## src/rtl/kyber_pkg.sv

```systemverilog
// Shared encodings for the Kyber key-generation front end: host commands,
// output beat tags, scheduler states and the rank bound of the 3-bit counters.
package kyber_pkg;

  localparam int CMD_NOP    = 0;
  localparam int CMD_WR_RHO = 1;
  localparam int CMD_WR_SIG = 2;
  localparam int CMD_START  = 3;
  localparam int CMD_ABORT  = 4;

  localparam logic [2:0] TAG_RHO = 3'd0;
  localparam logic [2:0] TAG_A   = 3'd1;
  localparam logic [2:0] TAG_SIG = 3'd2;
  localparam logic [2:0] TAG_S   = 3'd3;
  localparam logic [2:0] TAG_E   = 3'd4;

  // i/j/N counters are 3 bits wide, so k can never exceed 7
  localparam int K_MAX_LIMIT = 7;

  typedef enum logic [2:0] {
    S_IDLE,
    S_RHO,
    S_AMAT,
    S_SIGMA,
    S_SVEC,
    S_EVEC,
    S_DONE
  } state_t;

endpackage

```

## src/rtl/keygen_seed_rf.sv

```systemverilog
// Seed storage: rho (sel=0) and sigma (sel=1), N_WORDS words each.
// One synchronous write port, one combinational read port.
module keygen_seed_rf #(
  parameter int BW_DATA = 32,
  parameter int N_WORDS = 8,
  parameter int IW      = 3
) (
  input  logic               i_clk,
  input  logic               i_rst,
  input  logic               we,
  input  logic               wsel,
  input  logic [IW-1:0]      widx,
  input  logic [BW_DATA-1:0] wdata,
  input  logic               rsel,
  input  logic [IW-1:0]      ridx,
  output logic [BW_DATA-1:0] rdata
);

  logic [1:0][N_WORDS-1:0][BW_DATA-1:0] mem;

  always_ff @(posedge i_clk) begin
    if (i_rst)   mem <= '0;
    else if (we) mem[wsel][widx] <= wdata;
  end

  assign rdata = mem[rsel][ridx];

endmodule

```

## src/rtl/keygen_sched.sv

```systemverilog
// Kyber keygen descriptor scheduler: streams rho words, A-matrix XOF jobs,
// sigma words and s/e PRF jobs over a registered valid/ready interface.
import kyber_pkg::*;

module keygen_sched #(
  parameter int BW_DATA   = 32,
  parameter int BW_ADDR   = 4,
  parameter int BW_CTRL   = 4,
  parameter int K_MAX     = 4,
  parameter int SEED_BITS = 256
) (
  input  logic               i_clk,
  input  logic               i_rst,
  input  logic [BW_CTRL-1:0] i_ctrl,
  input  logic [BW_ADDR-1:0] i_addr,
  input  logic [BW_DATA-1:0] i_data,
  input  logic               i_ready,
  output logic [BW_DATA-1:0] o_data,
  output logic [2:0]         o_tag,
  output logic               o_valid,
  output logic               o_busy,
  output logic               o_done,
  output logic               o_err
);

  localparam int N_WORDS = SEED_BITS / BW_DATA;
  localparam int IW      = (N_WORDS > 1) ? $clog2(N_WORDS) : 1;
  localparam logic [IW-1:0]    W_LAST   = IW'(N_WORDS - 1);
  localparam logic [BW_ADDR:0] ADDR_LIM = (BW_ADDR + 1)'(N_WORDS);
  localparam logic [2:0]       K_MAX3   = 3'(K_MAX);

  if (K_MAX > K_MAX_LIMIT || K_MAX < 2) begin : g_bad_kmax
    $error("keygen_sched: K_MAX must be in 2..7");
  end
  if (SEED_BITS % BW_DATA != 0 || BW_DATA < 16) begin : g_bad_bw
    $error("keygen_sched: BW_DATA must divide SEED_BITS and be >= 16");
  end

  state_t            state, nxt_state;
  logic [IW-1:0]     w_idx, nxt_w;
  logic [2:0]        i_idx, j_idx, n_idx, nxt_i, nxt_j, nxt_n;
  logic [2:0]        k_reg, k_m1, k_in;
  logic              is_wr, is_start, is_abort, addr_ok, k_ok, advance;
  logic              rf_we, rf_rsel, err_set, err_clr, k_ld;
  logic [BW_DATA-1:0] rf_rdata, beat_data;
  logic [2:0]        beat_tag;

  assign is_wr    = (i_ctrl == BW_CTRL'(CMD_WR_RHO)) || (i_ctrl == BW_CTRL'(CMD_WR_SIG));
  assign is_start = (i_ctrl == BW_CTRL'(CMD_START));
  assign is_abort = (i_ctrl == BW_CTRL'(CMD_ABORT));
  assign addr_ok  = {1'b0, i_addr} < ADDR_LIM;
  assign k_in     = i_data[2:0];
  assign k_ok     = (k_in >= 3'd2) && (k_in <= K_MAX3);
  assign k_m1     = k_reg - 3'd1;
  assign advance  = o_valid && i_ready;

  assign o_valid  = (state != S_IDLE) && (state != S_DONE);
  assign o_busy   = (state != S_IDLE);
  assign o_done   = (state == S_DONE);

  keygen_seed_rf #(.BW_DATA(BW_DATA), .N_WORDS(N_WORDS), .IW(IW)) u_seed_rf (
    .i_clk (i_clk),
    .i_rst (i_rst),
    .we    (rf_we),
    .wsel  (i_ctrl == BW_CTRL'(CMD_WR_SIG)),
    .widx  (i_addr[IW-1:0]),
    .wdata (i_data),
    .rsel  (rf_rsel),
    .ridx  (nxt_w),
    .rdata (rf_rdata)
  );

  // Command decode and beat sequencing; ABORT outranks every other command.
  always_comb begin
    nxt_state = state;
    nxt_w     = w_idx;
    nxt_i     = i_idx;
    nxt_j     = j_idx;
    nxt_n     = n_idx;
    rf_we     = 1'b0;
    err_set   = 1'b0;
    err_clr   = 1'b0;
    k_ld      = 1'b0;
    if (state == S_IDLE) begin
      if (is_wr) begin
        if (addr_ok) rf_we = 1'b1;
        else         err_set = 1'b1;
      end else if (is_start) begin
        if (k_ok) begin
          nxt_state = S_RHO;
          nxt_w     = '0;
          err_clr   = 1'b1;
          k_ld      = 1'b1;
        end else begin
          err_set = 1'b1;
        end
      end
    end else if (is_abort) begin
      nxt_state = S_IDLE;
    end else begin
      err_set = is_wr || is_start;
      if (state == S_DONE) begin
        nxt_state = S_IDLE;
      end else if (advance) begin
        case (state)
          S_RHO:
            if (w_idx == W_LAST) begin
              nxt_state = S_AMAT;
              nxt_i     = '0;
              nxt_j     = '0;
            end else nxt_w = w_idx + 1'b1;
          S_AMAT:
            if (j_idx == k_m1) begin
              nxt_j = '0;
              if (i_idx == k_m1) begin
                nxt_state = S_SIGMA;
                nxt_w     = '0;
              end else nxt_i = i_idx + 3'd1;
            end else nxt_j = j_idx + 3'd1;
          S_SIGMA:
            if (w_idx == W_LAST) begin
              nxt_state = S_SVEC;
              nxt_n     = '0;
            end else nxt_w = w_idx + 1'b1;
          S_SVEC:
            if (n_idx == k_m1) begin
              nxt_state = S_EVEC;
              nxt_n     = '0;
            end else nxt_n = n_idx + 3'd1;
          S_EVEC:
            if (n_idx == k_m1) nxt_state = S_DONE;
            else               nxt_n = n_idx + 3'd1;
          default: ;
        endcase
      end
    end
  end

  // Content of the beat that will be on the bus after this edge; it equals the
  // current beat while stalled, which keeps o_data/o_tag stable.
  assign rf_rsel = (nxt_state == S_SIGMA);

  always_comb begin
    beat_data = '0;
    beat_tag  = TAG_RHO;
    case (nxt_state)
      S_RHO:   begin beat_data = rf_rdata; beat_tag = TAG_RHO; end
      S_AMAT:  begin beat_data[15:0] = {5'b0, nxt_i, 5'b0, nxt_j}; beat_tag = TAG_A; end
      S_SIGMA: begin beat_data = rf_rdata; beat_tag = TAG_SIG; end
      S_SVEC:  begin beat_data[7:0] = {5'b0, nxt_n}; beat_tag = TAG_S; end
      S_EVEC:  begin beat_data[7:0] = {5'b0, nxt_n} + {5'b0, k_reg}; beat_tag = TAG_E; end
      default: ;
    endcase
  end

  always_ff @(posedge i_clk) begin
    if (i_rst) begin
      state  <= S_IDLE;
      w_idx  <= '0;
      i_idx  <= '0;
      j_idx  <= '0;
      n_idx  <= '0;
      k_reg  <= '0;
      o_err  <= 1'b0;
      o_data <= '0;
      o_tag  <= '0;
    end else begin
      state  <= nxt_state;
      w_idx  <= nxt_w;
      i_idx  <= nxt_i;
      j_idx  <= nxt_j;
      n_idx  <= nxt_n;
      if (k_ld) k_reg <= k_in;
      if (err_clr)      o_err <= 1'b0;
      else if (err_set) o_err <= 1'b1;
      o_data <= beat_data;
      o_tag  <= beat_tag;
    end
  end

endmodule

```

## config.mk

```make
export PLATFORM = sky130hd
export DESIGN_NAME = keygen_sched
export DESIGN_NICKNAME = d
export VERILOG_FILES = /design/src/rtl/kyber_pkg.sv /design/src/rtl/keygen_seed_rf.sv /design/src/rtl/keygen_sched.sv
export SDC_FILE = /design/constraint.sdc
export NUM_CORES = 1
export LEC_CHECK = 0
export CAP_MARGIN = 40
export CORE_MARGIN = 2
export CORE_UTILIZATION = 40
export DETAILED_ROUTE_END_ITERATION = 10
export HOLD_SLACK_MARGIN = 0.08
export SYNTH_ARGS = -nofsm -noshare
export SYNTH_HDL_FRONTEND = slang
export SYNTH_SLANG_ARGS = --single-unit
```

## constraint.sdc

```tcl
create_clock -name i_clk -period 6.5 [get_ports i_clk]
set_input_delay 1.3 -clock i_clk [delete_from_list [all_inputs] [get_ports i_clk]]
set_output_delay 1.3 -clock i_clk [all_outputs]
set_load 0.005 [all_outputs]
```

Yosys cells after proc, flatten, opt, wreduce, memory -nomap -nowiden

Index checks and enable logic that the tools add are counted.

Bitwise gates (word level): 1
Reduce and logical (&&, ||, !) cells: 13
Magnitude comparators: 9
Multiplexer cells: 73
Equality and inequality tests: 20
Add/sub/neg operators: 6

Operator list:

| cell                  | count |
|---|---|
| $mux W256             | 3 |
| $bwmux W512           | 1 |
| $demux W256 S1        | 1 |
| $mux W3               | 43 |
| $bmux W32 S3          | 1 |
| $demux W32 S3         | 1 |
| $mux W32              | 2 |
| $pmux W8 S4           | 1 |
| $eq A3 B3 Y1 const B  | 6 |
| $pmux W3 S2           | 3 |
| $pmux W8 S2           | 1 |
| $pmux W3 S5           | 1 |
| $mux W1               | 13 |
| $add A3 B1 Y3 const B | 4 |
| $eq A3 B2 Y1 const B  | 4 |
| $pmux W3 S4           | 1 |
| $eq A3 B3 Y1          | 3 |
| $pmux W3 S3           | 1 |
| $eq A4 B2 Y1 const B  | 2 |
| $lt A3 B4 Y1 const B  | 2 |
| $reduce_or A2 Y1      | 4 |
| $eq A3 B1 Y1 const B  | 2 |
| $logic_and A1 B1 Y1   | 5 |
| $add A3 B3 Y4         | 1 |
| other kinds (14)      | 16 |

Word-level logic and storage cells: 148
Register bits: 566
Output and inout port bits: 39
Input port bits: 43

Depth between registers and ports, before layout

Depth in word-level cells: 15
Gate-level depth with buffers: 18
Depth with buffers taken out: 17

Hierarchy

A second synthesis with hierarchy kept.

Cells, all modules: 2,995
Area total of the unflattened synthesis: 26,432.9 um^2

Modules (own cells, without submodules):

| module         | times used | area each (um^2) | seq. area each (um^2) | cells an instance |
|---|---|---|---|---|
| keygen_seed_rf | 1          | 23,603.9         | 10,249.8              | 2,686 |
| keygen_sched   | 1          | 2,829.0          | 1,081.0               | 309 |

Worst setup path before layout

OpenSTA, ideal clock, no wires.

Kind: input-to-reg
Start: in i_data[1]
End: reg o_data[11]
Data arrival time: 3.430 ns
Data required time: 6.383 ns
Path slack: 2.953 ns
Library setup time: 0.117 ns
Cell stages on the path: 11
Path buffers: 2
Cell sequence: buf_2 -> nor2b_1 -> o2111a_1 -> or3b_4 -> o31a_4 -> nor2b_4 -> nor3b_4 -> and2_1 -> buf_6 -> a22oi_1 -> nand2_1

Cells in the longest elaborated chain, start to end: 12
Elaborated cells between the ends (all ways): 20
Classes of those cells: order compare (2); eq/ne (3); mux (13); reduce/logical (2)

Ends and longest elaborated chain:

| element                                       | line                                     | source |
|---|---|---|
| start: declaration                            | keygen_sched.sv:16                       | `input logic [BW_DATA-1:0] i_data,` |
| $ge A3 B2 Y1 or $le A3 B3 Y1 (tied branches)  | keygen_sched.sv:53                       | `assign k_ok = (k_in >= 3'd2) && (k_in <= K_MAX3);` |
| $logic_and A1 B1 Y1 *                         | keygen_sched.sv:53                       |  |
| $mux W3                                       | keygen_sched.sv:89                       | `if (k_ok) begin` |
| $mux W3                                       | keygen_sched.sv:88                       | `end else if (is_start) begin` |
| $mux W3                                       | keygen_sched.sv:85                       | `if (is_wr) begin` |
| $mux W3                                       | keygen_sched.sv:84                       | `if (state == S_IDLE) begin` |
| $eq A3 B2 Y1                                  | keygen_sched.sv:141, keygen_sched.sv:146 |  |
| $mux W256 (implied by the code) (2 in series) | keygen_seed_rf.sv:26                     | `assign rdata = mem[rsel][ridx];` |
| $bmux W32 S3                                  | keygen_seed_rf.sv:26                     |  |
| $mux W32 (implied by the code)                | keygen_seed_rf.sv:26                     |  |
| $pmux W8 S2 *                                 | keygen_sched.sv:146                      | `case (nxt_state)` |
| end signal: assignment                        | keygen_sched.sv:176                      | `o_data <= beat_data;` |
| end: declaration                              | keygen_sched.sv:18                       | `output logic [BW_DATA-1:0] o_data,` |

Every way passes the cells marked *; elsewhere a longest branch is shown, timed or not. The select of a mux whose other input is x is not followed.
A chain may end at the register's enable or synchronous reset.

Final worst setup path

Start: in i_data[1]
End: reg o_data[7]

Cells in the longest elaborated chain, start to end: 12
Elaborated cells between the ends (all ways): 22
Classes of those cells: order compare (2); eq/ne (5); mux (13); reduce/logical (2)

Ends and longest elaborated chain:

| element                                       | line |
|---|---|
| $ge A3 B2 Y1 or $le A3 B3 Y1 (tied branches)  | keygen_sched.sv:53 |
| $logic_and A1 B1 Y1 *                         | keygen_sched.sv:53 |
| $mux W3                                       | keygen_sched.sv:89 |
| $mux W3                                       | keygen_sched.sv:88 |
| $mux W3                                       | keygen_sched.sv:85 |
| $mux W3                                       | keygen_sched.sv:84 |
| $eq A3 B2 Y1                                  | keygen_sched.sv:141, keygen_sched.sv:146 |
| $mux W256 (implied by the code) (2 in series) | keygen_seed_rf.sv:26 |
| $bmux W32 S3                                  | keygen_seed_rf.sv:26 |
| $mux W32 (implied by the code)                | keygen_seed_rf.sv:26 |
| $pmux W8 S4 *                                 | keygen_sched.sv:146 |

Marked as above.

==> impl_metrics.ini <==
[layout]
fin_area_um2 = 28170
nNetsFinal = 3372
regMostFlops = u_seed_rf.mem
syn2layout_area_growth_pct = 14.69
largest_reg_flops = 512
antennaDiodeCount = 0
drive_above_1_share_pct = 6.859
largestRegisters = u_seed_rf.mem (512), o_data (32)
layout.cells.non_filler = 4150

[floorplan]
die_x_um = 251.8
fp.coreArea_um2 = 60580
initial_core_util_pct = 40.54
dieHeight_um = 251.8
io-pin-count = 82
fp.dieArea_um2 = 63400
rows = 90

[routing]
vias_per_cell = 5.537
post_drt_wl_per_cell_um = 20.34
final_antenna_net_count = 0
drtPass1Iterations = 6
routed_wl_um = 84390
drtIter0Drc = 2340
vias = 22980
post-route-drc-count = 0

[grt]
grt_max_degree = 188
grt_pass1_vias = 21412
grt_usage_pct = 26.32
grt_pass1_wl_um = 130400
antenna_found_initial = 0
grt_overflow_total = 0

[pwr]
pwr-share-clk_pct = 50.1
seqPwrFrac_pct = 47.2
p_switching_mw = 1.643
p_int_mw = 5.727
vdd_drop_max_mv = 0.2130
switching_share_pct = 22.29
power_leakage_nw = 9.050
p_per_area_nw_per_um2 = 261.7
power_frac_comb_pct = 2.7

[synthesis]
netlist.area_leader.share_pct = 46.13
syn_avg_cell_area_um2 = 7.179
seq_area_frac_synth_pct = 46.13
netlist_area_um2 = 24560
synth.most_common_cell = nand2_1
synth.ff_latch_count = 566
yosysWarnings = 0
postSynthCellCount = 3421
yosysTopAreaCell = dfxtp_1
synth_common_cells = nand2_1, dfxtp_1, a21oi_1
async_flop_share_pct = 0
synth_edf_count = 0
synth_cell_types = 70
synthFlopType = dfxtp_1
syn_nets = 3474
synthTopCellsByArea = dfxtp_1, nand2_1, a21oi_1

[clock_network]
cts_tree = yes
hold_buffers = 0
root_buffer = clkbuf_16
clkSlewWorstSetupHoldPaths_ps = 60
clock_latency_ps = 640
cts_made_buffers = 59
postCtsSetupBuffers = 0
clock_sinks = 566
cts_max_level = 2
post_cts_resized = 0
clock_path_buffers = 3

[sta]
min_period_over_period_pct = 68.71
fin_setup_tns_ps = 0
layout_setup_ws_ps = 2034
slew_violations = 0
setup_viol = 0
hold_viol = 0
relSlewSlack_pct = 28.41
min_period_ps = 4466
worstMarginPinSlew_ps = 1074
max_freq_ghz = 0.2239
skew_ps = 19.11
rsz0062_at_grt = false

[min_path]
hold_depth = 2
min-delay-start = u_seed_rf.mem[278]
hold_path_end = u_seed_rf.mem[278]
hp-class = reg -> reg

[worst_setup_path]
worstPathArrival_ps = 4990
cp.required_ps = 7020
r2r_start = k_reg[0]
reg2reg_to = o_data[18]
cp_max_fo = 42
r2r_cells = 13
crit_path_end_kind = flip-flop
startpoint_type = primary input
crit_type = in -> reg
r2r_slack_ps = 2530

[placement]
dpl.cell_count = 4040
place_area_um2 = 26040
gp_congestion = 0.8317
dp_hpwl_um = 46210
place_ws_ps = 1409
portBuffers = 81

[run]
drv_cap = 0

[outcome]
status = completed
[routing by layer]
metal  track usage [%]  up-vias  share of wire [%]
li1                  -    11069                  -
met1             35.81    10860                 44
met2             43.30      916                 47
met3             4.127      135                7.5
met4             7.303        0                2.3
met5                 0        -                  0
[through the flow]
| step | power, mW | utilization (%) | hold WS, ps |
|---|---|---|---|
| final | 7.370 | 46.50 | 453.5 |
| after global routing | 7.569 | 46.50 | 466.9 |
| after CTS | 7.418 | 46.50 | 454.4 |
| after detailed placement | 3.752 | 42.99 | 446.4 |
| after global placement | 3.745 | 42.45 | 440.9 |
| after floorplan | 3.675 | - | 435.7 |
[power by group through the flow]
stage	Sequential [mW]	Clock [mW]	Combinational [mW]
final	3.48	3.69	0.197
after global routing	3.48	3.88	0.211
after CTS	3.48	3.74	0.195
after detailed placement	3.56	0	0.194
after global placement	3.56	0	0.188
after floorplan	3.56	0	0.119
[critical path: stages]
cell,delay [ps]
clkdlybuf4s50_1,810
nor2b_1,340
o2111a_1,400
or3b_4,450
nor3_2,210
or2_4,370
buf_4,500
mux2i_1,270
a32oi_1,70
nand4_1,160
nand2_1,60
[cells in the final DEF (no fill, tap or decap), types with 14 or more instances in the layout]
master           count
clkdlybuf4s50_1     80
nand3_1            124
a32oi_1             75
nand2_1           1467
a21oi_1            542
dfxtp_1            566
clkbuf_16           59
clkinv_2            17
buf_4               49
nor2_1              32
mux2i_1             57
nand4_1             58
buf_12              14
[cell type report]
class / count / area (um2)
multi-input cells: 2529 / 12060
clock inverters: 33 / 460.4
inverters: 12 / 45.04
fillers: 6084 / 32410
clock buffers: 77 / 1664
well taps: 782 / 978.4
flip-flops and latches: 566 / 11330
repair buffers: 151 / 1628
[how the worst max path moves through the flow]
stage                       to       from  slack (ps)
floorplan           o_data[11]  i_data[1]        2950
global placement     o_data[7]  i_data[1]        1480
detailed placement   o_data[7]  i_data[1]        1410
CTS                  o_data[7]  i_data[1]        2080
global route        o_data[12]  i_data[1]        1830
finish               o_data[7]  i_data[1]        2030
[cell families (layout without fill, tap and decap cells)]
kind of cell | after synthesis | after routing | synth area share (%)
xor gates and xnor gates | 11 | 11 | 0.5043
adders and majority gates | 10 | 10 | 0.5400
DFF | 566 | 566 | 46.13
and+or+nand+nor | 1782 | 1782 | 29.61
muxes | 57 | 57 | 2.323
AOI/OAI and AO/OA | 669 | 669 | 15.44
buffers and inverters | 326 | 273 | 5.456
No activity file was read; power rests on OpenSTA's default activity.
